==> config.mk <==
export PLATFORM = sky130hd
export DESIGN_NAME = clock_ratio_meter
export DESIGN_NICKNAME = d
export VERILOG_FILES = /design/src/rtl/clock_ratio_meter.sv
export SDC_FILE = /design/constraint.sdc
export NUM_CORES = 1
export LEC_CHECK = 0
export CORE_MARGIN = 1.5
export CORE_UTILIZATION = 30
export CTS_CLUSTER_DIAMETER = 40
export CTS_CLUSTER_SIZE = 14
export DETAILED_ROUTE_END_ITERATION = 10
export GPL_ROUTABILITY_DRIVEN = 0
export GPL_TIMING_DRIVEN = 0
export MAX_ROUTING_LAYER = met4
export PLACE_DENSITY = 0.49
export SYNTH_ARGS = -nofsm -noshare
export SYNTH_HDL_FRONTEND = slang
export SYNTH_SLANG_ARGS = --single-unit
==> constraint.sdc <==
create_clock -name clk_in -period 5.65 [get_ports clk_in]
set_input_delay 0.565 -clock clk_in [delete_from_list [all_inputs] [get_ports clk_in]]
set_output_delay 0.565 -clock clk_in [all_outputs]
set_load 0.01 [all_outputs]
==> src/rtl/clock_ratio_meter.sv <==
// clock_ratio_meter: measures the half-period of a slow toggling sig_in in clk_in cycles; optional min/max tracking under CLOCK_RATIO_METER_MINMAX_EN
module clock_ratio_meter #(
  parameter int MAX_DIV = 1024,
  parameter int SYNC_STAGES = 2,
  parameter int LOCK_COUNT = 4,
  localparam int CW = $clog2(MAX_DIV + 1),
  localparam int LW = $clog2(LOCK_COUNT + 1)
) (
  input  logic          clk_in,
  input  logic          reset,
  input  logic          sig_in,
  output logic          meas_valid,
  output logic [CW-1:0] half_period,
  output logic          locked,
  output logic          timeout
`ifdef CLOCK_RATIO_METER_MINMAX_EN
  ,
  output logic [CW-1:0] hp_min,
  output logic [CW-1:0] hp_max
`endif
);
  localparam logic [CW-1:0] cnt_max = CW'(MAX_DIV - 1);
  typedef enum logic [1:0] {IDLE, MEASURE, LOCKED} state_t;
  state_t state;
  logic [SYNC_STAGES-1:0] sync;
  logic s, s_d, edge_q;
  logic [CW-1:0] cnt, sample;
  logic [LW-1:0] match, next_match;
  logic same, lock_hit, take;
  assign s = sync[SYNC_STAGES-1];
  assign sample = cnt + CW'(1);
  assign same = sample == half_period;
  assign next_match = same ? match + LW'(1) : LW'(1);
  assign lock_hit = next_match == LW'(LOCK_COUNT);
  assign take = edge_q && state != IDLE;
  // synchronize sig_in and register its edge so the FSM sees one clean pulse per transition
  always_ff @(posedge clk_in) begin
    if (!reset) begin
      sync <= '0;
      s_d <= 1'b0;
      edge_q <= 1'b0;
    end else begin
      sync <= {sync[SYNC_STAGES-2:0], sig_in};
      s_d <= s;
      edge_q <= s ^ s_d;
    end
  end
  // interval counter and measure/lock/timeout state machine
  always_ff @(posedge clk_in) begin
    if (!reset) begin
      state <= IDLE;
      cnt <= '0;
      match <= '0;
      meas_valid <= 1'b0;
      half_period <= '0;
      locked <= 1'b0;
      timeout <= 1'b0;
    end else begin
      meas_valid <= 1'b0;
      cnt <= edge_q ? '0 : (cnt == cnt_max) ? cnt : cnt + CW'(1);
      case (state)
        IDLE: begin
          if (edge_q) begin
            timeout <= 1'b0;
            state <= MEASURE;
          end
        end
        MEASURE: begin
          if (edge_q) begin
            meas_valid <= 1'b1;
            half_period <= sample;
            match <= next_match;
            if (lock_hit) begin
              locked <= 1'b1;
              state <= LOCKED;
            end
          end else if (cnt == cnt_max) begin
            timeout <= 1'b1;
            locked <= 1'b0;
            match <= '0;
            state <= IDLE;
          end
        end
        LOCKED: begin
          if (edge_q) begin
            meas_valid <= 1'b1;
            half_period <= sample;
            if (!same) begin
              locked <= 1'b0;
              match <= LW'(1);
              state <= MEASURE;
            end
          end else if (cnt == cnt_max) begin
            timeout <= 1'b1;
            locked <= 1'b0;
            match <= '0;
            state <= IDLE;
          end
        end
        default: state <= IDLE;
      endcase
    end
  end
`ifdef CLOCK_RATIO_METER_MINMAX_EN
  // running extremes of every reported measurement; only reset clears them
  always_ff @(posedge clk_in) begin
    if (!reset) begin
      hp_min <= '1;
      hp_max <= '0;
    end else if (take) begin
      hp_min <= (sample < hp_min) ? sample : hp_min;
      hp_max <= (sample > hp_max) ? sample : hp_max;
    end
  end
`endif
endmodule

==> results of run 1 <==
## power breakdown
| group | total, mW | switching [mW] | internal, mW |
|---|---|---|---|
| Combinational | 0.118 | 0.0661 | 0.0524 |
| Clock | 0.192 | 0.0935 | 0.0985 |
| Sequential | 0.262 | 0.0125 | 0.250 |
| Total | 0.573 | 0.172 | 0.401 |
## registers in the layout, indices dropped and copies added, names as in the netlist
register / count
state: 2
cnt: 11
locked: 1
s_d: 1
half_period: 11
sync: 2
timeout: 1
match: 3
edge_q: 1
meas_valid: 1
## stage by stage
step | setup WS (ns) | utilization
after global placement | 2.84 | 0.346
after floorplan | 3.16 | -
after detailed placement | 2.83 | 0.346
final | 2.84 | 0.361
after CTS | 2.81 | 0.361
after global routing | 2.65 | 0.361
## final cells by class
class                           instances  area (um2)  share of cell area
Clock inverter                          1        5.00             0.00220
Timing Repair Buffer                   15         150              0.0659
Tap cell                               77        96.3              0.0423
Buffer                                 13        73.8              0.0324
Sequential cell                        34         681               0.299
Clock buffer                            7        86.3              0.0379
Inverter                               10        37.5              0.0165
Multi-Input combinational cell        168        1150               0.504
## per-layer routing
layer / global-route usage / routed length (um) / vias up
met5: - / 0 / -
met3: 0.0328 / 158 / 4
met2: 0.212 / 2080 / 25
met4: 0.0537 / 59 / 0
met1: 0.203 / 2380 / 770
li1: - / - / 853
## placed cells by master, fill, tap and decap left out, types with 4 or more instances in the layout
master	Yosys	final
dfxtp_1	34	34
a21oi_1	21	21
nor2_1	20	20
xnor2_1	18	18
clkdlybuf4s50_1	0	15
nand2_1	14	14
a211oi_1	11	11
inv_1	10	10
o21ai_0	8	8
clkbuf_1	6	7
and2_1	6	6
ha_1	6	6
clkbuf_8	0	6
or3_1	5	5
nand3_1	5	5
xor2_1	5	5
buf_4	4	4
a31oi_1	4	4
nor4_1	4	4
## worst max-delay path: stages, from the launching register on
cell       delay, ns
dfxtp_1         0.46
ha_1            0.26
nand3_2         0.21
o211ai_1        0.31
o2111ai_1       0.15
or4_4           0.54
or3_4           0.42
a41oi_1         0.23
a31oi_1         0.10
## kinds of logic (layout without fill, tap and decap cells)
logic type	after synthesis	in the layout	share of synthesized area
buffers and inverters	23	46	0.0574
XOR/XNOR	25	25	0.127
multiplexers	2	2	0.0103
AND/OR/NAND/NOR	76	76	0.222
AO/OA/AOI/OAI	59	59	0.194
adder cells (fa/ha/maj)	6	6	0.0387
flip-flops	34	34	0.351
## worst paths after layout
check / end / start
worst max-delay path: state[0] / cnt[0]
worst max register to register: state[0] / cnt[0]
worst min register to register: sync[1] / sync[0]
worst min-delay path: sync[1] / sync[0]
==> impl_metrics.tcl, run 1 <==
set metrics [dict create \
    status "finished clean" \
    crit_path_end_kind "flip-flop" \
    whs_ns 0.439 \
    critPathArrivalTime_ns 2.96 \
    fin_crit_ns 2.81 \
    cts.sinks 34 \
    grt_pass1_vias 1565 \
    start_kind "flip-flop" \
    antenna_found_initial 0 \
    synth_area_per_cell_um2 8.62 \
    cts.repair.resized 0 \
    synth-seq-area-share 0.351 \
    post-synth-top-area-cell "dfxtp_1" \
    netlist.area_leader.share 0.351 \
    slew_violations 0 \
    hold_viol 0 \
    grt_max_degree 11 \
    fmax_mhz 356 \
    synthMostInstantiatedCell "dfxtp_1" \
    cts_buffer_depth 2 \
    first_iter_violations 47 \
    irDropWorstVdd_uv 87.5 \
    io-pin-count 17 \
    synth_edf_count 0 \
    htree_levels 2 \
    drc 0 \
    syn_nets 234 \
    syn_area_um2 1940 \
    die_width_um 83.4 \
    vias 1652 \
    setup_viol 0 \
    synth_ff_type "dfxtp_1" \
    worstSetupPathType "reg -> reg" \
    synth_cell_types 49 \
    cts_root_buf "clkbuf_8" \
    tritoncts "done" \
    r2r_setup_slack_ns 2.84 \
    wirelength_um 4690 \
    numCtsBuffers 5 \
    viasPerCell 5.08 \
    grt_pass1_wl_um 7890 \
    dp.cells 317 \
    reg2reg_depth 8 \
    hold_class "reg -> reg" \
    wire_per_inst_um 14.4 \
    start_util 0.307 \
    core-area_um2 6310 \
    period_share 0.497 \
    drt_first_pass_iters 4 \
    cap_violations 0 \
    clk_pin_slew_ns 0.08 \
    tns_ns 0 \
    crit_fanout 10 \
    die_height_um 83.4 \
    p_per_area_nw_per_um2 251 \
    cts_setup_buffers 0 \
    total_power_mw 0.573 \
    finalNonFillerCells 325 \
    antenna_cells 0 \
    leakage_nw 0.775 \
    row_count 29 \
    tightest_slew_ns 0.585 \
    portBuffers 15 \
    ctsHoldBuffers 0 \
    ys_ff_latch 34 \
    rsz0062_at_grt "no" \
    ant_nets 0 \
    fillers 689 \
    overflow 0 \
    dp_hpwl_um 3330 \
    synth_area_leaders "dfxtp_1 (35%), xnor2_1 (8.1%), a21oi_1 (5.4%)" \
    syn2layout_area_growth_pct 17.4 \
    grt_use_total 0.147 \
    synth-async-reset-ratio 0 \
    max-slew-margin-rel 0.610 \
    fin_skew_ns 0.00743 \
    final_cell_area_um2 2280 \
    synth-warning-count 0 \
    synth_cells 225 \
    place_area_um2 2190 \
    hold_depth 1 \
    die_area_um2 6960 \
    layout-drive-gt1-share 0.0968 \
    fin_nets 256 \
    clock_latency_ns 0.29 \
    required_ns 5.81 \
    synth_common_cells "dfxtp_1 (34), a21oi_1 (21), nor2_1 (20), xnor2_1 (18), nand2_1 (14)" \
]
Note: power is estimated with default switching activity, not from simulation.
==> inputs of run 2 (changes only) <==
Settings changed: PLACE_DENSITY 0.49 to 0.51.
Clock period 5.65 ns to 2.3 ns, I/O delays scaled along.
==> impl_metrics.tcl, run 2 (synthesis results as in run 1) <==
set metrics [dict create \
    status "finished with violations" \
    violations "setup timing" \
    wire_per_inst_um 14.5 \
    die_height_um 83.4 \
    io-pin-count 17 \
    hold_class "in -> reg" \
    grt_pass1_vias 1605 \
    combPwrFrac 0.245 \
    vias 1735 \
    syn2layout_area_growth_pct 29.1 \
    cap_violations 0 \
    r2r-start "cnt[1]" \
    final_cell_mix "dfxtp_1 (29), nor2_1 (20), a21oi_1 (19)" \
    slew_violations 0 \
    die_area_um2 6960 \
    htree_levels 2 \
    cts_buffer_depth 2 \
    start_kind "flip-flop" \
    tightest_slew_ns 0.586 \
    p_per_area_nw_per_um2 593 \
    antenna_cells 0 \
    hold_viol 0 \
    irDropWorstVdd_uv 314 \
    numCtsBuffers 5 \
    drt_first_pass_iters 4 \
    power.switching_mw 0.459 \
    viasPerCell 5.18 \
    core-area_um2 6310 \
    die_width_um 83.4 \
    leakage_nw 0.846 \
    cp-startpoint "cnt[1]" \
    timing.final.ws_setup_ns -0.169 \
    setup_viol 6 \
    power.share.clock 0.319 \
    fin_crit_ns 2.47 \
    whs_ns 0.237 \
    rsz0062_at_grt "yes" \
    portBuffers 15 \
    clock_latency_ns 0.29 \
    row_count 29 \
    fin_skew_ns 0.00546 \
    max-slew-margin-rel 0.609 \
    ant_nets 0 \
    wirelength_um 4840 \
    critPathArrivalTime_ns 2.62 \
    required_ns 2.46 \
    overflow 0 \
    layout-drive-gt1-share 0.213 \
    clk_pin_slew_ns 0.07 \
    reg2reg_depth 9 \
    crit_fanout 8 \
    fin_util 0.397 \
    cts_root_buf "clkbuf_8" \
    seqPwrFrac 0.436 \
    dp_hpwl_um 3300 \
    ctsHoldBuffers 0 \
    cts.sinks 34 \
    period_share 1.07 \
    crit_path_end_kind "flip-flop" \
    drc 0 \
    start_util 0.307 \
    first_iter_violations 82 \
    largestRegisters "cnt x11, half_period x11, match x3" \
    worstSetupPathType "reg -> reg" \
    tritoncts "done" \
    netSwitchingFraction 0.309 \
    cp-endpoint "state[0]" \
    r2r_setup_slack_ns -0.17 \
    r2r-end "state[0]" \
    place_ws_ns -0.274 \
    fin_nets 266 \
    grt_pass1_wl_um 7890 \
    grt_use_total 0.147 \
    grt_max_degree 11 \
    layout_commonest_cell "dfxtp_1" \
    p_int_mw 1.03 \
    antenna_found_initial 0 \
    fmax_mhz 405 \
    tns_ns -0.511 \
]
## run 2: cell types whose count changed in the layout (fill, tap and decap cells not counted), moves of 2 or more
cell	delta
a21oi_1	-2
dfxtp_2	+3
a2111oi_0	-2
o21ai_0	-2
nor3_1	-2
nor4_2	+2
o21ai_1	+2
xnor2_1	-2
dfxtp_1	-5
nor4_1	-3
dfxtp_4	+2
buf_4	+9
a21oi_2	+2
## run 2: what timing repair did
action,4_1_cts,5_1_grt
gates resized for setup,8,18
hold endpoints to repair,0,0
pin swaps,10,8
setup buffers,8,2
setup endpoints to repair,6,14
## run 2: through the flow
step,power (mW),std cells,area [um2]
after floorplan,0.878,225,1970
after global placement,0.960,317,2220
after detailed placement,0.961,317,2220
after CTS,1.47,333,2410
after global routing,1.57,335,2510
final,1.49,335,2510
## run 2: final cells by class
cell class | instances | area [um2]
clock buffers | 7 | 86.3
repair buffers | 25 | 238
inverters | 10 | 37.5
flip-flops and latches | 34 | 692
fillers | 665 | 3810
plain buffers | 13 | 75.1
clock inverters | 1 | 5.00
multi-input cells | 168 | 1280
well taps | 77 | 96.3
## run 2: worst min-delay path by stage
stage / end / start / cells past startpoint / slack, ns
global route: sync[1] / reset / 2 / 0.25
global placement: sync[1] / sync[0] / 1 / 0.41
floorplan: sync[0] / sig_in / 1 / 0.36
detailed placement: sync[1] / sync[0] / 1 / 0.42
finish: sync[1] / reset / 2 / 0.24
CTS: sync[1] / reset / 2 / 0.24
## run 2: power groups by stage
| stage | sequential (mW) | combinational, mW | clock [mW] |
|---|---|---|---|
| floorplan | 0.658 | 0.220 | 0 |
| global placement | 0.661 | 0.298 | 0 |
| detailed placement | 0.662 | 0.299 | 0 |
| CTS | 0.646 | 0.342 | 0.484 |
| global route | 0.651 | 0.400 | 0.520 |
| finish | 0.648 | 0.364 | 0.473 |
## run 2: critical path, stage by stage, from the launching register on
cell	delay, ns
dfxtp_4	0.35
ha_4	0.18
nand3_4	0.10
buf_4	0.16
o31a_1	0.17
a211oi_2	0.07
or4_4	0.58
or3_4	0.41
a41oi_2	0.21
a31oi_1	0.10
## run 2: routing by layer
metal  vias to the layer above  track usage  routed length (um)
li1                        867            -                   -
met1                       821        0.191                2350
met2                        39        0.232                2200
met3                         8       0.0308                 208
met4                         0       0.0462                  81
met5                         -            -                   0
==> inputs of run 3 (changes only) <==
Settings changed: PLACE_DENSITY 0.51 to 0.52.
==> impl_metrics.tcl, run 3 (synthesis results as in run 1) <==
set metrics [dict create \
    drc 0 \
    die_height_um 83.4 \
    fin_nets 262 \
    leakage_nw 0.851 \
    htree_levels 2 \
    fin_crit_ns 2.45 \
    hold_class "in -> reg" \
    violations "setup timing" \
    fin_util 0.391 \
    antenna_cells 0 \
    ant_nets 0 \
    crit_chain "buf_4 > and4_4 > and4_1 > buf_4 > xnor2_1 > or3_4 > or3_4 > a211o_1 > o211ai_1" \
    status "finished with violations" \
    tightest_slew_ns 0.621 \
    tritoncts "done" \
    final_cell_area_um2 2470 \
    row_count 29 \
    numCtsBuffers 5 \
    r2r-end "state[1]" \
    die_area_um2 6960 \
    setup_viol 6 \
    timing.final.ws_setup_ns -0.153 \
    clk_pin_slew_ns 0.07 \
    ctsHoldBuffers 0 \
    max-slew-margin-rel 0.586 \
    viasPerCell 5.24 \
    worstSetupPathType "reg -> reg" \
    final_cell_mix "dfxtp_1 (30), a21oi_1 (21), nor2_1 (20)" \
    crit_fanout 5 \
    cts.sinks 34 \
    die_width_um 83.4 \
    grt_use_total 0.152 \
    fmax_mhz 408 \
    cts_buffer_depth 2 \
    grt_max_degree 11 \
    r2r_setup_slack_ns -0.15 \
    slew_violations 0 \
    cp-startpoint "cnt[1]" \
    first_iter_violations 64 \
    crit_path_max_incr_delay_ns 0.41 \
    dp_hpwl_um 3430 \
    place_area_um2 2220 \
    wire_per_inst_um 15.1 \
    hold_viol 0 \
    syn2layout_area_growth_pct 27.1 \
    cts_root_buf "clkbuf_8" \
    drt_first_pass_iters 4 \
    irDropWorstVdd_uv 311 \
    layout_commonest_cell "dfxtp_1" \
    start_util 0.307 \
    layout-drive-gt1-share 0.181 \
    cap_violations 0 \
    p_per_area_nw_per_um2 591 \
    largestRegisters "cnt x11, half_period x11, match x3" \
    portBuffers 15 \
    start_kind "flip-flop" \
    grt_pass1_vias 1625 \
    crit_path_end_kind "flip-flop" \
    rsz0062_at_grt "yes" \
    cp_slowest_cell "or3_4" \
    r2r-start "cnt[1]" \
    antenna_found_initial 0 \
    clock_latency_ns 0.29 \
    fillers 680 \
    io-pin-count 17 \
    overflow 0 \
    fin_skew_ns 0.00670 \
    core-area_um2 6310 \
    reg2reg_depth 9 \
    period_share 1.07 \
    tns_ns -0.425 \
    vias 1734 \
    regArea_um2 691 \
    critPathArrivalTime_ns 2.66 \
    required_ns 2.51 \
    wirelength_um 5000 \
    grt_pass1_wl_um 8280 \
    multiInputGateArea_um2 1270 \
    cp-endpoint "state[1]" \
]
-- run 3: changes by cell type in the layout (fill, tap and decap cells not counted), moves of 2 or more --
| cell | delta |
|---|---|
| nor3_2 | -2 |
| nor3_1 | +2 |
| a21oi_1 | +2 |
| buf_4 | -4 |
| a21oi_2 | -2 |
-- run 3: layout make-up --
cell class,count,area share
multi-input cells,168,0.514
flip-flops and latches,34,0.280
repair buffers,21,0.0842
well taps,77,0.0390
clock buffers,7,0.0350
plain buffers,13,0.0304
inverters,10,0.0152
clock inverters,1,0.00203
-- run 3: how the worst min path moves through the flow --
stage               startpoint  endpoint  slack (ns)  depth (start not counted)
CTS                      reset   sync[0]        0.23                          2
global route             reset   sync[0]        0.25                          2
detailed placement     sync[0]   sync[1]        0.43                          1
finish                   reset   sync[0]        0.23                          2
floorplan               sig_in   sync[0]        0.36                          1
global placement       sync[0]   sync[1]        0.41                          1
-- run 3: metrics by stage --
| step | instances | hold WS [ns] | total power, mW | worst slack (ns) |
|---|---|---|---|---|
| 4_1_cts | 331 | 0.233 | 1.47 | -0.138 |
| 5_1_grt | 331 | 0.251 | 1.55 | -0.233 |
| 2_1_floorplan | 225 | 0.357 | 0.878 | -0.00863 |
| 3_3_place_gp | 317 | 0.414 | 0.964 | -0.237 |
| 3_5_place_dp | 317 | 0.434 | 0.964 | -0.283 |
| 6_report | 331 | 0.228 | 1.46 | -0.153 |
-- run 3: per-layer routing --
metal	global-route usage	up-vias	share of wire
met5	-	-	0
met4	0.0447	0	0.014
met3	0.0278	11	0.038
met2	0.239	45	0.47
met1	0.202	815	0.48
li1	-	863	-
-- run 3: where the power goes --
| part | switching, mW | internal (mW) | leakage, nW |
|---|---|---|---|
| Combinational | 0.192 | 0.155 | 0.525 |
| Sequential | 0.0331 | 0.615 | 0.277 |
| Clock | 0.221 | 0.242 | 0.0482 |
-- run 3: repair_timing --
item / in CTS / in global routing
resized for setup: 11 / 12
pin swaps: 9 / 9
setup endpoints to repair: 7 / 15
setup buffers: 6 / 0
-- run 3: worst max-delay path: cells and delay by family, from the launching register on --
kind / cells / cell delay [ns]
compound gates: 2 / 0.38
simple gates: 4 / 1.21
buf+inv: 2 / 0.29
xor+xnor: 1 / 0.14
flops: 1 / 0.35
